File: src/rtl/scie_pkg.sv
// rtl/scie_pkg.sv - shared constants and FSM state type for the SCIE FIR sequencer
package scie_pkg;

  localparam int XLEN_DEF = 32;
  localparam int TAPS_DEF = 5;

  localparam logic [31:0] INSN_LOAD_COEF = 32'h0000_000B;
  localparam logic [31:0] INSN_PUSH      = 32'h0000_002B;
  localparam logic [31:0] INSN_READ      = 32'h0000_005B;

  typedef enum logic [2:0] {
    S_IDLE,
    S_LOAD,
    S_PUSH,
    S_GAP,
    S_READ,
    S_CAPT
  } seq_state_t;

endpackage

File: src/rtl/scie_fir_sequencer.sv
// rtl/scie_fir_sequencer.sv - stream-to-instruction issue stage for the SCIE FIR unit
// Optional counters perf_samples/perf_stalls are built when SCIE_SEQ_PERF_EN is defined.
module scie_fir_sequencer
  import scie_pkg::*;
#(
  parameter int XLEN = XLEN_DEF,
  parameter int TAPS = TAPS_DEF,
  localparam int IDXW = (TAPS > 1) ? $clog2(TAPS) : 1
) (
  input  logic            clock,
  input  logic            reset,
  input  logic            cfg_valid,
  output logic            cfg_ready,
  input  logic [IDXW-1:0] cfg_index,
  input  logic [XLEN-1:0] cfg_coef,
  output logic            cfg_err,
  input  logic            in_valid,
  output logic            in_ready,
  input  logic [XLEN-1:0] in_data,
  output logic            out_valid,
  input  logic            out_ready,
  output logic [XLEN-1:0] out_data,
  output logic            scie_valid,
  output logic [31:0]     scie_insn,
  output logic [XLEN-1:0] scie_rs1,
  output logic [XLEN-1:0] scie_rs2,
  input  logic [XLEN-1:0] scie_rd,
  output logic            busy
`ifdef SCIE_SEQ_PERF_EN
  ,
  output logic [31:0]     perf_samples,
  output logic [31:0]     perf_stalls
`endif
);

  localparam logic [IDXW:0] TAPS_W = TAPS[IDXW:0];

  seq_state_t      state, state_nx;
  logic            cfg_fire, cfg_bad, in_fire;
  logic            valid_nx;
  logic [31:0]     insn_nx;
  logic [XLEN-1:0] rs1_nx, rs2_nx;

  assign cfg_ready = (state == S_IDLE);
  assign in_ready  = (state == S_IDLE) && !cfg_valid && !out_valid;
  assign cfg_fire  = cfg_valid && cfg_ready;
  assign in_fire   = in_valid && in_ready;
  assign cfg_bad   = {1'b0, cfg_index} >= TAPS_W;

  always_comb begin
    state_nx = state;
    valid_nx = 1'b0;
    insn_nx  = '0;
    rs1_nx   = '0;
    rs2_nx   = '0;
    case (state)
      S_IDLE: begin
        if (cfg_fire) begin
          if (!cfg_bad) state_nx = S_LOAD;
        end else if (in_fire) begin
          state_nx = S_PUSH;
        end
      end
      S_LOAD:  state_nx = S_IDLE;
      S_PUSH:  state_nx = S_GAP;
      S_GAP:   state_nx = S_READ;
      S_READ:  state_nx = S_CAPT;
      S_CAPT:  state_nx = S_IDLE;
      default: state_nx = S_IDLE;
    endcase
    // Instruction fields are registered from the next state, so the operand
    // registers double as the coefficient/sample latches.
    case (state_nx)
      S_LOAD: begin
        valid_nx = 1'b1;
        insn_nx  = INSN_LOAD_COEF;
        rs1_nx   = cfg_coef;
        rs2_nx   = {{(XLEN-IDXW){1'b0}}, cfg_index};
      end
      S_PUSH: begin
        valid_nx = 1'b1;
        insn_nx  = INSN_PUSH;
        rs1_nx   = in_data;
      end
      S_READ: begin
        valid_nx = 1'b1;
        insn_nx  = INSN_READ;
      end
      default: ;
    endcase
  end

  always_ff @(posedge clock) begin
    if (!reset) begin
      state      <= S_IDLE;
      scie_valid <= 1'b0;
      scie_insn  <= '0;
      scie_rs1   <= '0;
      scie_rs2   <= '0;
      busy       <= 1'b0;
      cfg_err    <= 1'b0;
      out_valid  <= 1'b0;
      out_data   <= '0;
    end else begin
      state      <= state_nx;
      scie_valid <= valid_nx;
      scie_insn  <= insn_nx;
      scie_rs1   <= rs1_nx;
      scie_rs2   <= rs2_nx;
      busy       <= (state_nx != S_IDLE);
      if (cfg_fire && cfg_bad) cfg_err <= 1'b1;
      if (state == S_CAPT) begin
        out_data  <= scie_rd;
        out_valid <= 1'b1;
      end else if (out_valid && out_ready) begin
        out_valid <= 1'b0;
      end
    end
  end

`ifdef SCIE_SEQ_PERF_EN
  always_ff @(posedge clock) begin
    if (!reset) begin
      perf_samples <= '0;
      perf_stalls  <= '0;
    end else begin
      if (in_fire) perf_samples <= perf_samples + 32'd1;
      if (out_valid && !out_ready) perf_stalls <= perf_stalls + 32'd1;
    end
  end
`endif

endmodule

File: config.mk
export PLATFORM = sky130hd
export DESIGN_NAME = scie_fir_sequencer
export DESIGN_NICKNAME = d
export VERILOG_FILES = /design/src/rtl/scie_pkg.sv /design/src/rtl/scie_fir_sequencer.sv
export SDC_FILE = /design/constraint.sdc
export NUM_CORES = 1
export LEC_CHECK = 0
export ABC_AREA = 1
export ABC_CLOCK_PERIOD_IN_PS = 1300
export CELL_PAD_IN_SITES_DETAIL_PLACEMENT = 0
export CELL_PAD_IN_SITES_GLOBAL_PLACEMENT = 1
export CORE_MARGIN = 2
export CORE_UTILIZATION = 21
export DETAILED_ROUTE_END_ITERATION = 10
export HOLD_SLACK_MARGIN = 0.15
export PLACE_DENSITY = 0.74
export SLEW_MARGIN = 0
export SYNTH_ARGS = -nofsm -noshare
export SYNTH_HDL_FRONTEND = slang
export SYNTH_SLANG_ARGS = --single-unit
File: constraint.sdc
create_clock -name clock -period 1.3 [get_ports clock]
set_input_delay 0.39 -clock clock [delete_from_list [all_inputs] [get_ports clock]]
set_output_delay 0.39 -clock clock [all_outputs]
set_load 0.1 [all_outputs]
==> results of run 1 <==
==> power by group through the flow <==
stage / combinational (mW) / sequential, mW / clock (mW)
detailed placement: 2.77 / 2.62 / 0
global route: 3.09 / 2.58 / 2.75
global placement: 2.76 / 2.62 / 0
CTS: 2.84 / 2.58 / 2.64
finish: 2.99 / 2.57 / 2.53
floorplan: 1.26 / 3.26 / 0
==> critical path, stage by stage, from the launching register on <==
cell and delay [ns]:
dfxtp_2 0.33, nor2_4 0.12, nand2_4 0.07, buf_4 0.15, inv_4 0.05, buf_12 0.16
==> area by class of cell <==
class | instances | area (um^2)
flip-flops and latches | 77 | 1660
clock buffers | 11 | 253
repair buffers | 228 | 3320
inverters | 43 | 164
clock inverters | 4 | 47.5
multi-input cells | 251 | 1350
fillers | 1432 | 8200
well taps | 211 | 264
==> flip-flops by register name (all words and copies together) (netlist names) <==
| name | count |
|---|---|
| cfg_err | 1 |
| scie_insn | 3 |
| state | 3 |
| scie_rs2 | 3 |
| scie_valid | 1 |
| out_data | 32 |
| out_valid | 1 |
| busy | 1 |
| scie_rs1 | 32 |
==> per-stage QoR <==
stage / util (%) / TNS, ns / area, um^2
floorplan: - / -0.826 / 3560
global placement: 39.9 / -28.25 / 6090
detailed placement: 39.9 / -29.13 / 6090
CTS: 42.8 / -1.53 / 6540
global route: 46.3 / -8.65 / 7060
finish: 46.3 / -4.76 / 7060
==> worst max path at each step <==
stage,endpoint,slack [ns],cells after the start,startpoint
2_1_floorplan,in_ready,-0.49,4,state[0]
3_3_place_gp,scie_rs1[20],-0.49,6,cfg_valid
3_5_place_dp,scie_rs1[25],-0.52,6,cfg_valid
4_1_cts,in_ready,-0.36,4,state[1]
5_1_grt,in_ready,-0.38,4,state[1]
6_report,cfg_ready,-0.31,5,state[1]
==> per-layer routing <==
layer	GRT usage, %	share of wire, %	up-vias
met5	0	0	-
met4	2.94	1.3	0
met3	6.81	11	12
met2	22.2	52	178
met1	11.7	35	1466
li1	-	-	1572
==> cell families (layout without fill, tap and decap cells) <==
| kind of cell | Yosys count | in the layout | share of synthesized area (%) |
|---|---|---|---|
| buf+inv | 121 | 286 | 21.7 |
| simple gates | 125 | 125 | 17.5 |
| other cells | 1 | 55 | 0.114 |
| compound gates | 71 | 71 | 13.8 |
| flops | 77 | 77 | 46.8 |
==> layout by cell type (no fill, tap or decap), drive strengths merged <==
| master | synthesis | routed |
|---|---|---|
| o211ai | 2 | 2 |
| clkdlybuf4s50 | 0 | 102 |
| nand2 | 75 | 75 |
| a21oi | 36 | 36 |
| o21ai | 33 | 33 |
| clkinvlp | 0 | 1 |
| nand3 | 37 | 37 |
| dfxtp | 77 | 77 |
| bufinv | 0 | 1 |
| nor3 | 1 | 1 |
| conb | 1 | 55 |
| nand4 | 2 | 2 |
| nor2 | 10 | 10 |
| inv | 43 | 43 |
| clkinv | 0 | 2 |
| buf | 75 | 115 |
| clkbuf | 3 | 21 |
| dlygate4sd2 | 0 | 1 |
==> timing repair <==
| action | CTS | global route |
|---|---|---|
| buffers inserted | 2 | 13 |
| pin swaps | 1 | 4 |
| cloned | 3 | 10 |
| endpoints found under the setup margin | 88 | 110 |
| resized for setup | 23 | 75 |
==> impl_metrics.env, run 1 <==
export IMPL_rsz0062_at_grt="true"
export IMPL_path_class="register to primary output"
export IMPL_synth_area_leaders="dfxtp_1, buf_4, nand2_1"
export IMPL_grt_pass1_wl_mm=15.3
export IMPL_antennaDiodeCount=0
export IMPL_synth_top_area_share_pct=46.8
export IMPL_required_ns=0.91
export IMPL_cts_tree="built"
export IMPL_stdcell_count=825
export IMPL_avgSynthCellArea_um2=8.33
export IMPL_finalMaxSlewViolations=0
export IMPL_place_hpwl_mm=7.56
export IMPL_antenna_found_initial=0
export IMPL_ir_drop_uv=633
export IMPL_clkPwrFrac_pct=31.3
export IMPL_p_switching_mw=3.04
export IMPL_finalWirelength_mm=11.5
export IMPL_hold_depth=2
export IMPL_row_count=45
export IMPL_async_flop_share_pct=0
export IMPL_place_inst=783
export IMPL_hold_viol=0
export IMPL_status="finished, violations left"
export IMPL_internal_power_mw=5.06
export IMPL_synth_largest_area_cell="dfxtp_1"
export IMPL_clk_insertion_delay_late_ns=0.34
export IMPL_critical_path_reg2reg_endpoint="scie_rs1[28]"
export IMPL_cts_root_buf="clkbuf_16"
export IMPL_powerDensity_nw_per_um2=1150
export IMPL_hold_buffers=0
export IMPL_clock_sinks=77
export IMPL_grt_pass1_vias=3053
export IMPL_nets=714
export IMPL_synth_main_ff_cell="dfxtp_1"
export IMPL_hold_end="out_data[3]"
export IMPL_start_util_pct=21.6
export IMPL_swShare_pct=37.6
export IMPL_die_h_um=129
export IMPL_endpoint_kind="primary output"
export IMPL_cts_htree_levels=3
export IMPL_max_freq_ghz=0.622
export IMPL_maxCapViolations=0
export IMPL_dieArea_um2=16700
export IMPL_synth_edf_count=0
export IMPL_ys_types=22
export IMPL_combPwrFrac_pct=37.0
export IMPL_ys_warn_count=0
export IMPL_overflow=0
export IMPL_yosys_register_bits=77
export IMPL_synth_common_cells="dfxtp_1, nand2_1, buf_4"
export IMPL_synth_most_common_cell="dfxtp_1"
export IMPL_port_buffers=182
export IMPL_ys_seq_area_share_pct=46.8
export IMPL_wl_per_cell_um=13.9
export IMPL_setup_violations=45
export IMPL_min_path_type="register to register"
export IMPL_place_gp_congestion=0.702
export IMPL_cts_buffers=9
export IMPL_core_um2=15300
export IMPL_dp_slack_ns=-0.523
export IMPL_worstPathArrival_ns=1.22
export IMPL_dr_pass1_iters=4
export IMPL_drive_above_1_share_pct=44.1
export IMPL_seq_power_share_pct=31.8
export IMPL_grt_util_all_layers_pct=12.1
export IMPL_failed_checks="setup timing"
export IMPL_cts_buffer_depth=2
export IMPL_avgViaCountPerCell=3.91
export IMPL_synth_area_um2=3290
export IMPL_holdWs_ns=0.477
export IMPL_hold_start="out_data[3]"
export IMPL_timing_rr_start="state[1]"
export IMPL_fin_crit_sh_pct=124
export IMPL_netlist_instances=395
export IMPL_worst_slack_ns=-0.307
export IMPL_rr_worst_depth=8
export IMPL_grt_start_max_net_pins=35
export IMPL_area_growth_syn_to_layout_pct=115
export IMPL_start_kind="register"
export IMPL_vias=3228
export IMPL_worst_clock_skew_ns=0.00520
export IMPL_power_mw=8.10
export IMPL_drtIter0Drc=93
export IMPL_cp_max_fo=3
export IMPL_die_width_um=129
export IMPL_regToRegSetupSlack_ns=-0.15
export IMPL_ios=238
export IMPL_drc_errors=0
export IMPL_p_leak_nw=2.93
export IMPL_min_period_ns=1.61
export IMPL_clk_pin_slew_ns=0.06
export IMPL_ant_nets=0
Note: power is estimated with default switching activity, not from simulation.
==> inputs of run 2 (changes only) <==
--- a/config.mk
+++ b/config.mk
@@ -6,14 +6,14 @@
 export NUM_CORES = 1
 export LEC_CHECK = 0
 export ABC_AREA = 1
-export ABC_CLOCK_PERIOD_IN_PS = 1300
+export ABC_CLOCK_PERIOD_IN_PS = 1630
 export CELL_PAD_IN_SITES_DETAIL_PLACEMENT = 0
 export CELL_PAD_IN_SITES_GLOBAL_PLACEMENT = 1
 export CORE_MARGIN = 2
-export CORE_UTILIZATION = 21
+export CORE_UTILIZATION = 23
 export DETAILED_ROUTE_END_ITERATION = 10
 export HOLD_SLACK_MARGIN = 0.15
-export PLACE_DENSITY = 0.74
+export PLACE_DENSITY = 0.77
 export SLEW_MARGIN = 0
 export SYNTH_ARGS = -nofsm -noshare
 export SYNTH_HDL_FRONTEND = slang
==> constraint.sdc (replaced) <==
create_clock -name clock -period 1.63 [get_ports clock]
set_input_delay 0.489 -clock clock [delete_from_list [all_inputs] [get_ports clock]]
set_output_delay 0.489 -clock clock [all_outputs]
set_load 0.1 [all_outputs]
==> impl_metrics.env, run 2 (same netlist as run 1, synthesis figures left out) <==
export IMPL_cts_buffer_depth=2
export IMPL_cp_depth=5
export IMPL_finalWirelength_mm=9.52
export IMPL_multi_input_area_um2=1250
export IMPL_drtIter0Drc=115
export IMPL_overflow=0
export IMPL_max_freq_ghz=0.579
export IMPL_powerDensity_nw_per_um2=1030
export IMPL_start_util_pct=23.6
export IMPL_cts_buffers=9
export IMPL_area_growth_syn_to_layout_pct=93.3
export IMPL_path_class="register to primary output"
export IMPL_status="finished, violations left"
export IMPL_cpLargestDelayFamily="buffers and inverters"
export IMPL_worst_clock_skew_ns=0.00637
export IMPL_ios=238
export IMPL_clock_sinks=77
export IMPL_reg_largest_list="out_data: 32 flops, scie_rs1: 32 flops"
export IMPL_start_kind="register"
export IMPL_core_um2=13900
export IMPL_stdcell_count=771
export IMPL_finalMaxSlewViolations=0
export IMPL_cts_tree="built"
export IMPL_critical_path_reg2reg_endpoint="scie_rs1[20]"
export IMPL_clk_pin_slew_ns=0.06
export IMPL_place_gp_congestion=0.752
export IMPL_vias=3110
export IMPL_hold_start="out_data[26]"
export IMPL_cp_max_fo=2
export IMPL_regToRegSetupSlack_ns=0.04
export IMPL_dieArea_um2=15300
export IMPL_drc_errors=0
export IMPL_fin_util_pct=45.6
export IMPL_ir_drop_uv=457
export IMPL_seq_area_um2=1550
export IMPL_drive_above_1_share_pct=26.1
export IMPL_crit_buf_inv=3
export IMPL_die_width_um=124
export IMPL_min_path_type="register to register"
export IMPL_rr_worst_depth=6
export IMPL_worstPathArrival_ns=1.24
export IMPL_grt_pass1_wl_mm=14.0
export IMPL_grt_start_max_net_pins=37
export IMPL_grt_util_all_layers_pct=12.2
export IMPL_rsz0062_at_grt="true"
export IMPL_grt_pass1_vias=2873
export IMPL_required_ns=1.14
export IMPL_num_fill_cells=1279
export IMPL_min_period_ns=1.73
export IMPL_die_h_um=124
export IMPL_failed_checks="setup timing"
export IMPL_antennaDiodeCount=0
export IMPL_place_inst=750
export IMPL_setup_tns_final_ns=-0.181
export IMPL_nets=690
export IMPL_fin_crit_sh_pct=106
export IMPL_cts_root_buf="clkbuf_16"
export IMPL_clk_insertion_delay_late_ns=0.33
export IMPL_port_buffers=182
export IMPL_path_cells="nor2_4, nand2_4, buf_4, inv_4, buf_12"
export IMPL_final_common_cell="clkdlybuf4s50_1"
export IMPL_cts_htree_levels=3
export IMPL_maxCapViolations=0
export IMPL_ant_nets=0
export IMPL_hold_depth=2
export IMPL_antenna_found_initial=0
export IMPL_crit_slowest_cell="dfxtp_2"
export IMPL_critPathMaxStageDelay_ns=0.33
export IMPL_endpoint_kind="primary output"
export IMPL_timing_rr_start="state[0]"
export IMPL_p_leak_nw=2.65
export IMPL_dr_pass1_iters=4
export IMPL_wl_per_cell_um=12.4
export IMPL_row_count=43
export IMPL_hold_viol=0
export IMPL_place_hpwl_mm=7.54
export IMPL_avgViaCountPerCell=4.03
export IMPL_dp_slack_ns=-0.288
export IMPL_layout_common_cells="clkdlybuf4s50_1, buf_12, nand2_1, dfxtp_1, conb_1"
export IMPL_hold_buffers=0
export IMPL_worst_slack_ns=-0.0976
export IMPL_hold_end="out_data[26]"
export IMPL_setup_violations=2
## run 2: power breakdown
part           internal (mW)  total (mW)  switching [mW]
Sequential              1.97        2.05          0.0755
Combinational          0.697        2.23            1.53
Clock                   1.54        2.29           0.759
## run 2: what timing repair did
item	4_1_cts	5_1_grt
setup endpoints to repair	3	7
resized for setup	6	0
setup buffers	5	0
pin swaps	3	1
## run 2: worst register-to-register path, delay by kind of cell (launching register included)
kind | cells | cell delay [ns]
flops | 1 | 0.35
buf+inv | 3 | 0.68
simple gates | 2 | 0.31
compound gates | 1 | 0.18
## run 2: worst max-delay path by stage
stage                         start         to  slack (ns)
after floorplan            state[0]   in_ready       -0.25
after global placement    cfg_valid   in_ready       -0.28
after detailed placement  cfg_valid   in_ready       -0.29
after CTS                  state[0]   in_ready       -0.18
after global routing       state[0]  cfg_ready       -0.14
final                      state[0]  cfg_ready        -0.1
## run 2: stage by stage
| stage | hold slack [ns] | power [mW] | instance area [um^2] |
|---|---|---|---|
| 6_report | 0.498 | 6.57 | 6360 |
| 3_5_place_dp | 0.491 | 4.29 | 5980 |
| 3_3_place_gp | 0.485 | 4.27 | 5980 |
| 5_1_grt | 0.517 | 6.80 | 6360 |
| 4_1_cts | 0.500 | 6.66 | 6360 |
| 2_1_floorplan | 0.538 | 3.61 | 3510 |
## run 2: per-layer routing
metal  vias to the layer above  track usage (%)  share of wire [%]
li1                       1519                -                  -
met1                      1391             11.2                 33
met2                       183             21.8                 51
met3                        17             6.04                 14
met4                         0             6.53                2.4
met5                         -                0                  0
## run 2: final cells by class
| cell class | instances | area share, % |
|---|---|---|
| Clock inverter | 4 | 1.49 |
| Clock buffer | 12 | 3.87 |
| Inverter | 43 | 2.58 |
| Multi-Input combinational cell | 251 | 19.7 |
| Tap cell | 180 | 3.54 |
| Timing Repair Buffer | 204 | 44.4 |
| Sequential cell | 77 | 24.4 |
